## src/rtl/hififo_tx_wr_arb.sv

```systemverilog
// Round-robin write-request arbiter: merges four TPC FIFO write streams into
// the single pcie_tx write-request input. Whole TLPs are granted (grant held
// until the last beat), the output beat is registered, and per-port completed
// TLP counters plus a sticky framing error flag are kept for status readback.
module hififo_tx_wr_arb #(
  parameter int         NPORTS    = 4,
  parameter int         MAX_BEATS = 17,
  parameter logic [7:0] ENABLE    = 8'h10
) (
  input  logic                   clock,
  input  logic                   reset_n,
  input  logic [NPORTS-1:0]      in_valid,
  output logic [NPORTS-1:0]      in_ready,
  input  logic [65:0]            in_data0,
  input  logic [65:0]            in_data1,
  input  logic [65:0]            in_data2,
  input  logic [65:0]            in_data3,
  output logic                   out_valid,
  input  logic                   out_ready,
  output logic [65:0]            out_data,
  output logic [1:0]             out_port,
  output logic                   err,
  output logic [16*NPORTS-1:0]   pkt_count
);

  // Bits [7:4] of ENABLE gate ports 0..3.
  localparam logic [NPORTS-1:0] EN_MASK   = ENABLE[4 +: NPORTS];
  // Wide enough to count past MAX_BEATS so an over-long TLP is still visible.
  localparam int                CNT_W     = $clog2(MAX_BEATS + 2);
  localparam logic [CNT_W-1:0]  CNT_LIMIT = CNT_W'(MAX_BEATS - 1);
  localparam logic [CNT_W-1:0]  CNT_SAT   = '1;

  typedef enum logic {
    S_IDLE  = 1'b0,
    S_GRANT = 1'b1
  } state_t;

  state_t           r_state;
  state_t           w_state_nxt;
  logic [1:0]       r_gnt;
  logic [1:0]       r_ptr;
  logic             r_out_valid;
  logic [65:0]      r_out_data;
  logic [1:0]       r_out_port;
  logic             r_err;
  logic [CNT_W-1:0] r_beat_cnt;
  logic [15:0]      r_pkt_cnt [NPORTS];

  logic [65:0]      w_port_data [4];
  logic [65:0]      w_sel_data;
  logic [NPORTS-1:0] w_en_valid;
  logic [NPORTS-1:0] w_in_ready;
  logic             w_can_take;
  logic             w_accept;
  logic             w_first;
  logic             w_last;
  logic             w_found;
  logic [1:0]       w_pick;
  logic [1:0]       w_idx;

  assign w_port_data[0] = in_data0;
  assign w_port_data[1] = in_data1;
  assign w_port_data[2] = in_data2;
  assign w_port_data[3] = in_data3;

  assign w_sel_data = w_port_data[r_gnt];
  assign w_first    = w_sel_data[64];
  assign w_last     = w_sel_data[65];
  assign w_en_valid = in_valid & EN_MASK;

  // The granted port may push a beat whenever the output register is empty
  // or being drained this cycle; this keeps one beat per cycle at full rate.
  assign w_can_take = (r_state == S_GRANT) && EN_MASK[r_gnt] && (!r_out_valid || out_ready);
  assign w_accept   = w_can_take && in_valid[r_gnt];

  // State register.
  always_ff @(posedge clock or negedge reset_n) begin
    // NOTE: sequential state uses non-blocking assignments so every register
    // samples the pre-edge values, independent of block evaluation order.
    if (!reset_n) r_state <= S_IDLE;
    else          r_state <= w_state_nxt;
  end

  // Next-state, round-robin pick and per-port ready.
  always_comb begin
    // NOTE: every signal written here gets a default first, so no path can
    // leave one unassigned and infer a latch.
    w_state_nxt = r_state;
    w_in_ready  = '0;
    w_found     = 1'b0;
    w_pick      = '0;
    w_idx       = '0;
    case (r_state)
      S_IDLE: begin
        // First enabled valid port at or after the pointer, wrapping 3 -> 0.
        for (int i = 0; i < NPORTS; i++) begin
          w_idx = r_ptr + 2'(i);
          if (!w_found && w_en_valid[w_idx]) begin
            w_found = 1'b1;
            w_pick  = w_idx;
          end
        end
        if (w_found) w_state_nxt = S_GRANT;
      end
      S_GRANT: begin
        w_in_ready[r_gnt] = w_can_take;
        if (w_accept && w_last) w_state_nxt = S_IDLE;
      end
      default: w_state_nxt = S_IDLE;
    endcase
  end

  assign in_ready = w_in_ready;

  // Grant and round-robin pointer: grant latched in IDLE, pointer moves past
  // the granted port when its TLP completes.
  always_ff @(posedge clock or negedge reset_n) begin
    if (!reset_n) begin
      r_gnt <= '0;
      r_ptr <= '0;
    end else begin
      if (r_state == S_IDLE && w_found) r_gnt <= w_pick;
      if (w_accept && w_last)           r_ptr <= r_gnt + 2'd1;
    end
  end

  // Output register: load on accept, drain on out_ready, otherwise hold.
  always_ff @(posedge clock or negedge reset_n) begin
    if (!reset_n) begin
      r_out_valid <= 1'b0;
      r_out_data  <= '0;
      r_out_port  <= '0;
    end else if (w_accept) begin
      r_out_valid <= 1'b1;
      r_out_data  <= w_sel_data;
      r_out_port  <= r_gnt;
    end else if (out_ready) begin
      r_out_valid <= 1'b0;
    end
  end

  // Beat counter within the current TLP and sticky framing error.
  always_ff @(posedge clock or negedge reset_n) begin
    if (!reset_n) begin
      r_beat_cnt <= '0;
      r_err      <= 1'b0;
    end else if (w_accept) begin
      if (w_last)                     r_beat_cnt <= '0;
      else if (r_beat_cnt != CNT_SAT) r_beat_cnt <= r_beat_cnt + 1'b1;
      // Missing header flag, or the count reaches MAX_BEATS without a last beat.
      if ((r_beat_cnt == '0 && !w_first) || (r_beat_cnt == CNT_LIMIT && !w_last))
        r_err <= 1'b1;
    end
  end

  // Completed-TLP counters, one per port, wrapping at 16 bits.
  always_ff @(posedge clock or negedge reset_n) begin
    // NOTE: this small counter array is reset like ordinary flops; status
    // readback must show zero right after reset, so it is not left as RAM.
    if (!reset_n) begin
      for (int p = 0; p < NPORTS; p++) r_pkt_cnt[p] <= '0;
    end else if (w_accept && w_last) begin
      r_pkt_cnt[r_gnt] <= r_pkt_cnt[r_gnt] + 16'd1;
    end
  end

  for (genvar p = 0; p < NPORTS; p++) begin : g_pkt
    assign pkt_count[16*p +: 16] = r_pkt_cnt[p];
  end

  assign out_valid = r_out_valid;
  assign out_data  = r_out_data;
  assign out_port  = r_out_port;
  assign err       = r_err;

endmodule

```

## config.mk

```make
export PLATFORM = sky130hd
export DESIGN_NAME = hififo_tx_wr_arb
export DESIGN_NICKNAME = d
export VERILOG_FILES = /design/src/rtl/hififo_tx_wr_arb.sv
export SDC_FILE = /design/constraint.sdc
export NUM_CORES = 1
export LEC_CHECK = 0
export ABC_AREA = 1
export BUFFER_PORTS_ARGS = -buffer_cell sky130_fd_sc_hd__buf_2
export CORE_MARGIN = 3
export CORE_UTILIZATION = 30
export CTS_BUF_LIST = sky130_fd_sc_hd__clkbuf_4 sky130_fd_sc_hd__clkbuf_8 sky130_fd_sc_hd__clkbuf_16
export DETAILED_ROUTE_END_ITERATION = 6
export SETUP_SLACK_MARGIN = 0.02
export SYNTH_ARGS = -nofsm -noshare
export SYNTH_HDL_FRONTEND = slang
export SYNTH_SLANG_ARGS = --single-unit
```

## constraint.sdc

```tcl
create_clock -name clock -period 5.3 [get_ports clock]
set_clock_uncertainty 0.1 [all_clocks]
set_input_delay 1.59 -clock clock [delete_from_list [all_inputs] [get_ports clock]]
set_output_delay 1.59 -clock clock [all_outputs]
set_load 0.02 [all_outputs]
```

After elaboration in Yosys (flattened, before gate mapping)
Cells that the tools add are included.
{"block": "word_totals", "mem_bits_rw": 0, "inputBits": 271, "rom_bits": 0, "elab_cells": 101, "reg_bits": 144, "latch_bits": 0, "out_inout_bits": 138, "mem_count": 0}
{"block": "op_classes", "shift": 0, "mul": 0, "eq_ne": 2, "div_mod_pow": 0, "n_bitwise": 3, "magnitude_cmp": 8, "add_sub_neg": 6, "reduce_logical": 25, "muxes": 45}
{"op": "$bmux 66 s2", "count": 1}
{"op": "$mux 66", "count": 2}
{"op": "$bwmux 64", "count": 1}
{"op": "$mux 16", "count": 3}
{"op": "$bmux 16 s2", "count": 1}
{"op": "$demux 16 s2", "count": 1}
{"op": "$mux 1", "count": 20}
{"op": "$add 16x1->16 const B", "count": 1}
{"op": "$lt 2x3->1 const B", "count": 5}
{"op": "$bmux 1 s2", "count": 6}
{"op": "$logic_and 1x1->1", "count": 12}
{"op": "$mux 2", "count": 5}
{"op": "$mux 5", "count": 2}
{"op": "$logic_not 1->1", "count": 6}
{"op": "$add 5x1->5 const B", "count": 1}
{"op": "$eq 5x5->1 const B", "count": 1}
{"op": "$logic_not 5->1", "count": 1}
{"op": "$ne 5x5->1 const B", "count": 1}
{"op": "$add 2x1->2 const B", "count": 2}
{"op": "$add 2x2->2 const B", "count": 2}
{"op": "$and 4x4->4", "count": 1}
{"op": "$mux 4", "count": 1}
{"op": "$reduce_and 2->1", "count": 2}
{"op": "$reduce_bool 2->1", "count": 2}
{"op": "8 further kinds", "count": 9}

Longest topological paths before layout
Gate-level depths: netlist of run 1.
{"block": "logic_depth", "depth_word": 18, "ltp_mapped": 17, "depth_no_buf": 14}

Worst setup path before layout of run 1
No wires, ideal clock.
{"block": "synth_path", "kind": "input -> output", "startpoint": "input port out_ready", "endpoint": "output port in_ready[1]", "t_arrival_ns": 2.423, "t_required_ns": 3.610, "slack_ns": 1.187, "path_stages": 4, "n_path_buf": 0, "cell_sequence": "nor2_1 nor2_1 inv_1 nor2_1"}
{"block": "synth_between", "elab_chain_len": 4}
{"element": "start, declared", "line_no": "19", "text": "input logic out_ready,"}
{"element": "$logic_or 1x1->1", "line_no": "73", "text": "assign w_can_take = (r_state == S_GRANT) && EN_MASK[r_gnt] && (!r_out_valid || out_ready);"}
{"element": "$logic_and 1x1->1", "line_no": "73"}
{"element": "$and 4x4->4 (no line)"}
{"element": "$mux 4", "line_no": "93", "text": "case (r_state)"}
{"element": "end, declared", "line_no": "13", "text": "output logic [NPORTS-1:0] in_ready,"}
Every way passes these cells.

Final worst setup path of run 1
{"block": "layout_path", "startpoint": "register r_gnt[0]", "endpoint": "output port in_ready[3]"}
{"block": "layout_between", "elab_chain_len": 6, "word_cells_on_any_way": 11, "cone_classes": "order compare (2); mux (5); bitwise (1); reduce/logical (3)"}
{"element": "start, declared", "line_no": "40", "text": "logic [1:0] r_gnt;"}
{"element": "start signal, assigned", "line_no": "122", "text": "if (r_state == S_IDLE && w_found) r_gnt <= w_pick;"}
{"element": "$lt 2x3->1 (implied by the code) (tied with other cells)", "line_no": "106", "text": "w_in_ready[r_gnt] = w_can_take;"}
{"element": "$logic_and 1x1->1 (implied by the code) / $mux 1 (equally long branches)", "line_no": "106, 73"}
{"element": "$mux 1 (implied by the code) / $logic_and 1x1->1 (equally long branches)", "line_no": "106, 73"}
{"element": "$demux 1 s2 / $logic_and 1x1->1 (equally long branches)", "line_no": "106, 73"}
{"element": "$and 4x4->4 (no line) (*)"}
{"element": "$mux 4 (*)", "line_no": "93"}
Mark *: on every way between the ends. The rest lies on a longest branch, timed or not. The select of a mux whose other input is x is not followed.

==> results of run 1 <==
## sequential cells by signal, indices dropped and copies added (netlist names)
register / cells
r_state: 1
out_valid: 1
out_data: 66
r_beat_cnt: 5
err: 1
r_gnt: 2
out_port: 2
pkt_count: 64
## kinds of logic (layout without fill, tap and decap cells)
| kind of cell | Yosys count | in the layout |
|---|---|---|
| AOI/OAI and AO/OA | 236 | 236 |
| xor gates and xnor gates | 4 | 4 |
| adders and majority gates | 8 | 8 |
| buffers and inverters | 119 | 493 |
| DFF | 142 | 142 |
| and+or+nand+nor | 718 | 718 |
## critical path, stage by stage (launching register included)
cell,delay [ns]
dfrtp_4,0.67
buf_4,0.57
ha_1,0.25
inv_1,0.13
nor2_1,0.13
buf_2,0.17
## how the worst min path moves through the flow
stage	to	from	cells after the start	slack (ns)
after detailed placement	out_data[22]	out_data[22]	2	0.36
after floorplan	r_beat_cnt[3]	r_beat_cnt[3]	3	0.41
final	out_data[63]	out_data[63]	2	0.37
after CTS	out_data[63]	out_data[63]	2	0.38
after global routing	out_data[43]	out_data[43]	2	0.40
after global placement	out_data[62]	out_data[62]	2	0.36
## where the power goes
group,total (mW),switching [mW],leakage [nW],internal (mW)
sequential,1.11,0.00856,1.89,1.10
clock,1.16,0.484,0.284,0.679
combinational,0.208,0.104,4.02,0.104
## cell usage after synthesis
cell type and instances:
nand2_2 6, buf_1 8, a31oi_1 24, ha_1 8, o21ai_2 1, buf_4 5, nor2_2 4, a31o_2 1
buf_2 30, nor2_8 2, nor2_1 233, inv_1 32, nor3_1 1, nand2_1 406, a32oi_1 1, o22ai_1 41
or2_2 1, nand3_2 1, nand3_1 57, nand4_2 1, xor2_1 2, xor2_2 2, nor2_4 4, nand4_1 1
dfrtp_1 142, inv_2 8, nand3_4 1, clkbuf_1 29, buf_6 7, a32oi_2 1, o21ai_0 159, a21oi_1 5
o21ai_1 3
## stage by stage
step	total power [mW]	setup slack, ns	std cells	util, %
3_5_place_dp	1.336	1.350	1941	38.96
4_1_cts	2.512	1.247	1973	41.05
3_3_place_gp	1.333	1.362	1941	38.96
2_1_floorplan	1.185	1.187	1227	-
5_1_grt	2.581	1.126	1973	41.05
6_report	2.479	1.269	1973	41.05
## per-layer routing
layer  share of wire [%]  global-route usage (%)
met5                   0                       0
met2                  49                   36.29
met1                  41                   25.99
met4                 3.5                   8.177
met3                 6.8                   4.709
## cells in the final DEF, fill, tap and decap left out, drive strengths merged, types with 4 or more instances in the layout
| cell | n |
|---|---|
| inv | 43 |
| xor2 | 4 |
| nor2 | 243 |
| a21oi | 5 |
| nand3 | 59 |
| o21ai | 163 |
| buf | 421 |
| o22ai | 41 |
| dfrtp | 142 |
| ha | 8 |
| clkinv | 7 |
| clkbuf | 20 |
| a31oi | 24 |
| nand2 | 412 |
## final cells by class
| class | instances | area, µm² |
|---|---|---|
| fillers | 2939 | 16110 |
| clock buffers | 20 | 460.4 |
| clock inverters | 12 | 110.1 |
| repair buffers | 421 | 2146 |
| inverters | 40 | 152.6 |
| well taps | 372 | 465.4 |
| flip-flops and latches | 142 | 3558 |
| multi-input cells | 966 | 4324 |
==> results.sh, run 1 <==
export IMPL_fin_crit_sh_pct=76.06
export IMPL_synth_seq_area_share_pct=42.14
export IMPL_antennaDiodeCount=0
export IMPL_cts_setup_buffers=0
export IMPL_post_synth_mux_area_share_pct=0
export IMPL_cts_made_buffers=17
export IMPL_core_area_mm2=0.02733
export IMPL_grt_pass1_wl_um=51210
export IMPL_synth_fp_nets=1506
export IMPL_syn_avg_cell_area_um2=6.873
export IMPL_slew_headroom_pct=37.64
export IMPL_grt_usage_pct=21.18
export IMPL_htreeDepth=4
export IMPL_routed_wl_um=33330
export IMPL_drtPass1Iterations=5
export IMPL_vdd_drop_max_uv=143.0
export IMPL_rrSetupSlack_ns=1.81
export IMPL_netlist_area_leader_share_pct=42.14
export IMPL_cts_resized=0
export IMPL_viasPerCell=4.880
export IMPL_placed_cell_area_mm2=0.01065
export IMPL_synth_top_family_by_area="simple AND/OR/NAND/NOR gates"
export IMPL_pin_count=409
export IMPL_ant_nets=0
export IMPL_grt_max_degree=98
export IMPL_startpoint="r_gnt[0]"
export IMPL_cp_required_ns=3.61
export IMPL_row_count=60
export IMPL_synth_compound_area_share_pct=15.24
export IMPL_ctsHoldBuffers=0
export IMPL_whs_ns=0.3728
export IMPL_arrival_ns=2.34
export IMPL_first_iter_violations=548
export IMPL_fmax_ghz=0.2481
export IMPL_synth_top_cells_by_area="dfrtp_1 (42%), nand2_1 (18%), nor2_1 (10%)"
export IMPL_tightestPinTransition_ns=0.9354
export IMPL_cap_viol_max_count=0
export IMPL_crit_end="in_ready[3]"
export IMPL_clock_sinks=142
export IMPL_die_area_mm2=0.03016
export IMPL_reg2reg_depth=13
export IMPL_start_util_pct=30.86
export IMPL_gr_total_overflow=0
export IMPL_drcViolationCount=0
export IMPL_status="completed"
export IMPL_finalSetupViolations=0
export IMPL_hold_class="reg -> reg"
export IMPL_path_max_fanout=60
export IMPL_fin_tns_setup_ns=0
export IMPL_critical_path_class="reg -> out"
export IMPL_nNetsFinal=1867
export IMPL_yosys_warnings=0
export IMPL_area_growth_pct=33.01
export IMPL_wire_per_inst_um=16.89
export IMPL_layout_min_cycle_time_ns=4.031
export IMPL_synth_simple_gate_area_share_pct=34.26
export IMPL_pwr_density_cell_mw_per_mm2=221.0
export IMPL_vias=9629
export IMPL_critPathLaunchType="register"
export IMPL_hold_viol_final=0
export IMPL_drive_gt1_share_pct=30.48
export IMPL_die_w_um=173.7
export IMPL_die_y_um=173.7
export IMPL_cts_tree="built"
export IMPL_yosysTopAreaCell="dfrtp_1"
export IMPL_final_area_mm2=0.01122
export IMPL_synthAdderAreaFrac_pct=1.187
export IMPL_antenna_found_initial=0
export IMPL_clockBufferDepth=2
export IMPL_gp_congestion=0.9011
export IMPL_rsz0062_at_grt="false"
export IMPL_syn_instance_count=1227
export IMPL_io_buffers=408
export IMPL_dpl_hpwl_um=24320
export IMPL_reg2reg_to="pkt_count[20]"
export IMPL_insertion_delay_ns=0.41
export IMPL_cts_root_buf="clkbuf_16"
export IMPL_timing_rr_start="r_gnt[1]"
export IMPL_clkTransAtPathRegs_ns=0.06
export IMPL_synth_area_mm2=0.008433
export IMPL_grt_pass1_vias=9312
export IMPL_end_kind="output pin"
export IMPL_synth_cell_type_count=33
export IMPL_p_leak_nw=6.189
export IMPL_ys_seq_elements=142
export IMPL_drv_slew=0
export IMPL_synth_xor_area_share_pct=0.5935
Power figures use the tool's default switching activity.
==> run 2: changes to the inputs <==
==> constraint.sdc (replaced) <==
create_clock -name clock -period 3.8 [get_ports clock]
set_clock_uncertainty 0.1 [all_clocks]
set_input_delay 1.14 -clock clock [delete_from_list [all_inputs] [get_ports clock]]
set_output_delay 1.14 -clock clock [all_outputs]
set_load 0.02 [all_outputs]
==> results.sh, run 2 (synthesis gave the netlist of run 1 again) <==
export IMPL_status="completed"
export IMPL_cts_made_buffers=17
export IMPL_finalSetupViolations=0
export IMPL_io_buffers=408
export IMPL_dpl_hpwl_um=24830
export IMPL_tightestPinTransition_ns=0.9316
export IMPL_drv_slew=0
export IMPL_start_util_pct=30.86
export IMPL_drtPass1Iterations=5
export IMPL_arrival_ns=2.07
export IMPL_layout_min_cycle_time_ns=3.313
export IMPL_gp_congestion=0.8829
export IMPL_seq_area_mm2=0.003558
export IMPL_final_common_cell="buf_2"
export IMPL_cts_root_buf="clkbuf_16"
export IMPL_fin_tns_setup_ns=0
export IMPL_critPathTopFamily="buffers and inverters"
export IMPL_path_cells="inv_2 -> buf_4 -> ha_1 -> inv_1 -> nor2_1 -> buf_2"
export IMPL_rrSetupSlack_ns=1.03
export IMPL_hold_viol_final=0
export IMPL_cts_setup_buffers=0
export IMPL_grt_pass1_vias=9083
export IMPL_cp_required_ns=2.56
export IMPL_cts_tree="built"
export IMPL_grt_usage_pct=21.63
export IMPL_path_max_fanout=23
export IMPL_p_leak_nw=6.207
export IMPL_fmax_ghz=0.3019
export IMPL_pin_count=409
export IMPL_vdd_drop_max_uv=222.7
export IMPL_cpMaxStageDelayCell="dfrtp_2"
export IMPL_final_area_mm2=0.01129
export IMPL_die_area_mm2=0.03016
export IMPL_ant_nets=0
export IMPL_largest_reg_flops=66
export IMPL_critPathLaunchType="register"
export IMPL_timing_rr_start="r_gnt[1]"
export IMPL_gr_total_overflow=0
export IMPL_htreeDepth=4
export IMPL_min_from="err"
export IMPL_cp_slowest_stage_delay_ns=0.42
export IMPL_place_ws_ns=0.7450
export IMPL_die_w_um=173.7
export IMPL_drive_gt1_share_pct=30.65
export IMPL_clock_sinks=142
export IMPL_pwr_density_cell_mw_per_mm2=314.1
export IMPL_ctsHoldBuffers=0
export IMPL_grt_pass1_wl_um=51760
export IMPL_path_buf_inv=4
export IMPL_critical_path_class="reg -> out"
export IMPL_wire_per_inst_um=17.14
export IMPL_post_route_util_pct=41.33
export IMPL_grt_max_degree=90
export IMPL_slew_headroom_pct=37.89
export IMPL_reg2reg_depth=10
export IMPL_cts_resized=0
export IMPL_first_iter_violations=613
export IMPL_hold_class="reg -> reg"
export IMPL_core_area_mm2=0.02733
export IMPL_hold_depth=1
export IMPL_reg2reg_to="pkt_count[38]"
export IMPL_placed_cell_area_mm2=0.01069
export IMPL_min_to="err"
export IMPL_final_cell_mix="buf_2 (407), nand2_1 (406), nor2_1 (233)"
export IMPL_die_y_um=173.7
export IMPL_insertion_delay_ns=0.43
export IMPL_vias=9514
export IMPL_multi_input_area_mm2=0.004324
export IMPL_cap_viol_max_count=0
export IMPL_row_count=60
export IMPL_end_kind="output pin"
export IMPL_clkTransAtPathRegs_ns=0.07
export IMPL_fin_crit_sh_pct=87.18
export IMPL_rsz0062_at_grt="false"
export IMPL_area_growth_pct=33.93
export IMPL_drcViolationCount=0
export IMPL_routed_wl_um=33930
export IMPL_antenna_found_initial=4
export IMPL_nNetsFinal=1871
export IMPL_clockBufferDepth=2
export IMPL_setup_slack_ns=0.4873
export IMPL_viasPerCell=4.807
export IMPL_n_fill_cell=2963
[run 2: how the worst max path moves through the flow]
stage	from	to	cells past startpoint	slack (ns)
final	r_gnt[1]	in_ready[1]	6	0.49
after global placement	out_ready	in_ready[3]	6	0.74
after detailed placement	out_ready	in_ready[2]	6	0.74
after global routing	r_gnt[1]	in_ready[1]	6	0.31
after CTS	r_gnt[1]	in_ready[1]	6	0.45
after floorplan	r_gnt[1]	in_ready[1]	10	0.23
[run 2: area by class of cell]
class                           instances  share of cell area (%)
Multi-Input combinational cell        966                   38.29
Sequential cell                       142                   31.51
Timing Repair Buffer                  425                   19.38
Clock buffer                           21                   4.143
Tap cell                              372                   4.121
Inverter                               40                   1.351
Clock inverter                         11                   1.174
Antenna cell                            2                 0.04431
[run 2: per-layer routing]
| layer | GRT usage [%] | share of wire (%) | vias up |
|---|---|---|---|
| li1 | - | - | 4701 |
| met4 | 7.272 | 2.9 | 4 |
| met5 | 0 | 0.065 | - |
| met3 | 4.950 | 5.9 | 58 |
| met1 | 26.81 | 42 | 4409 |
| met2 | 37.18 | 49 | 342 |
[run 2: per-stage QoR]
step           power (mW)  hold WS (ns)  std cells
2_1_floorplan       1.653        0.4114       1227
3_3_place_gp        1.863        0.3574       1945
3_5_place_dp        1.865        0.3555       1945
4_1_cts             3.600        0.3730       1977
5_1_grt             3.693        0.3914       1978
6_report            3.548        0.3676       1979
[run 2: report_power, final]
group	switching (mW)	total (mW)	internal [mW]
clock	0.691	1.71	1.02
sequential	0.0112	1.54	1.53
combinational	0.144	0.291	0.147
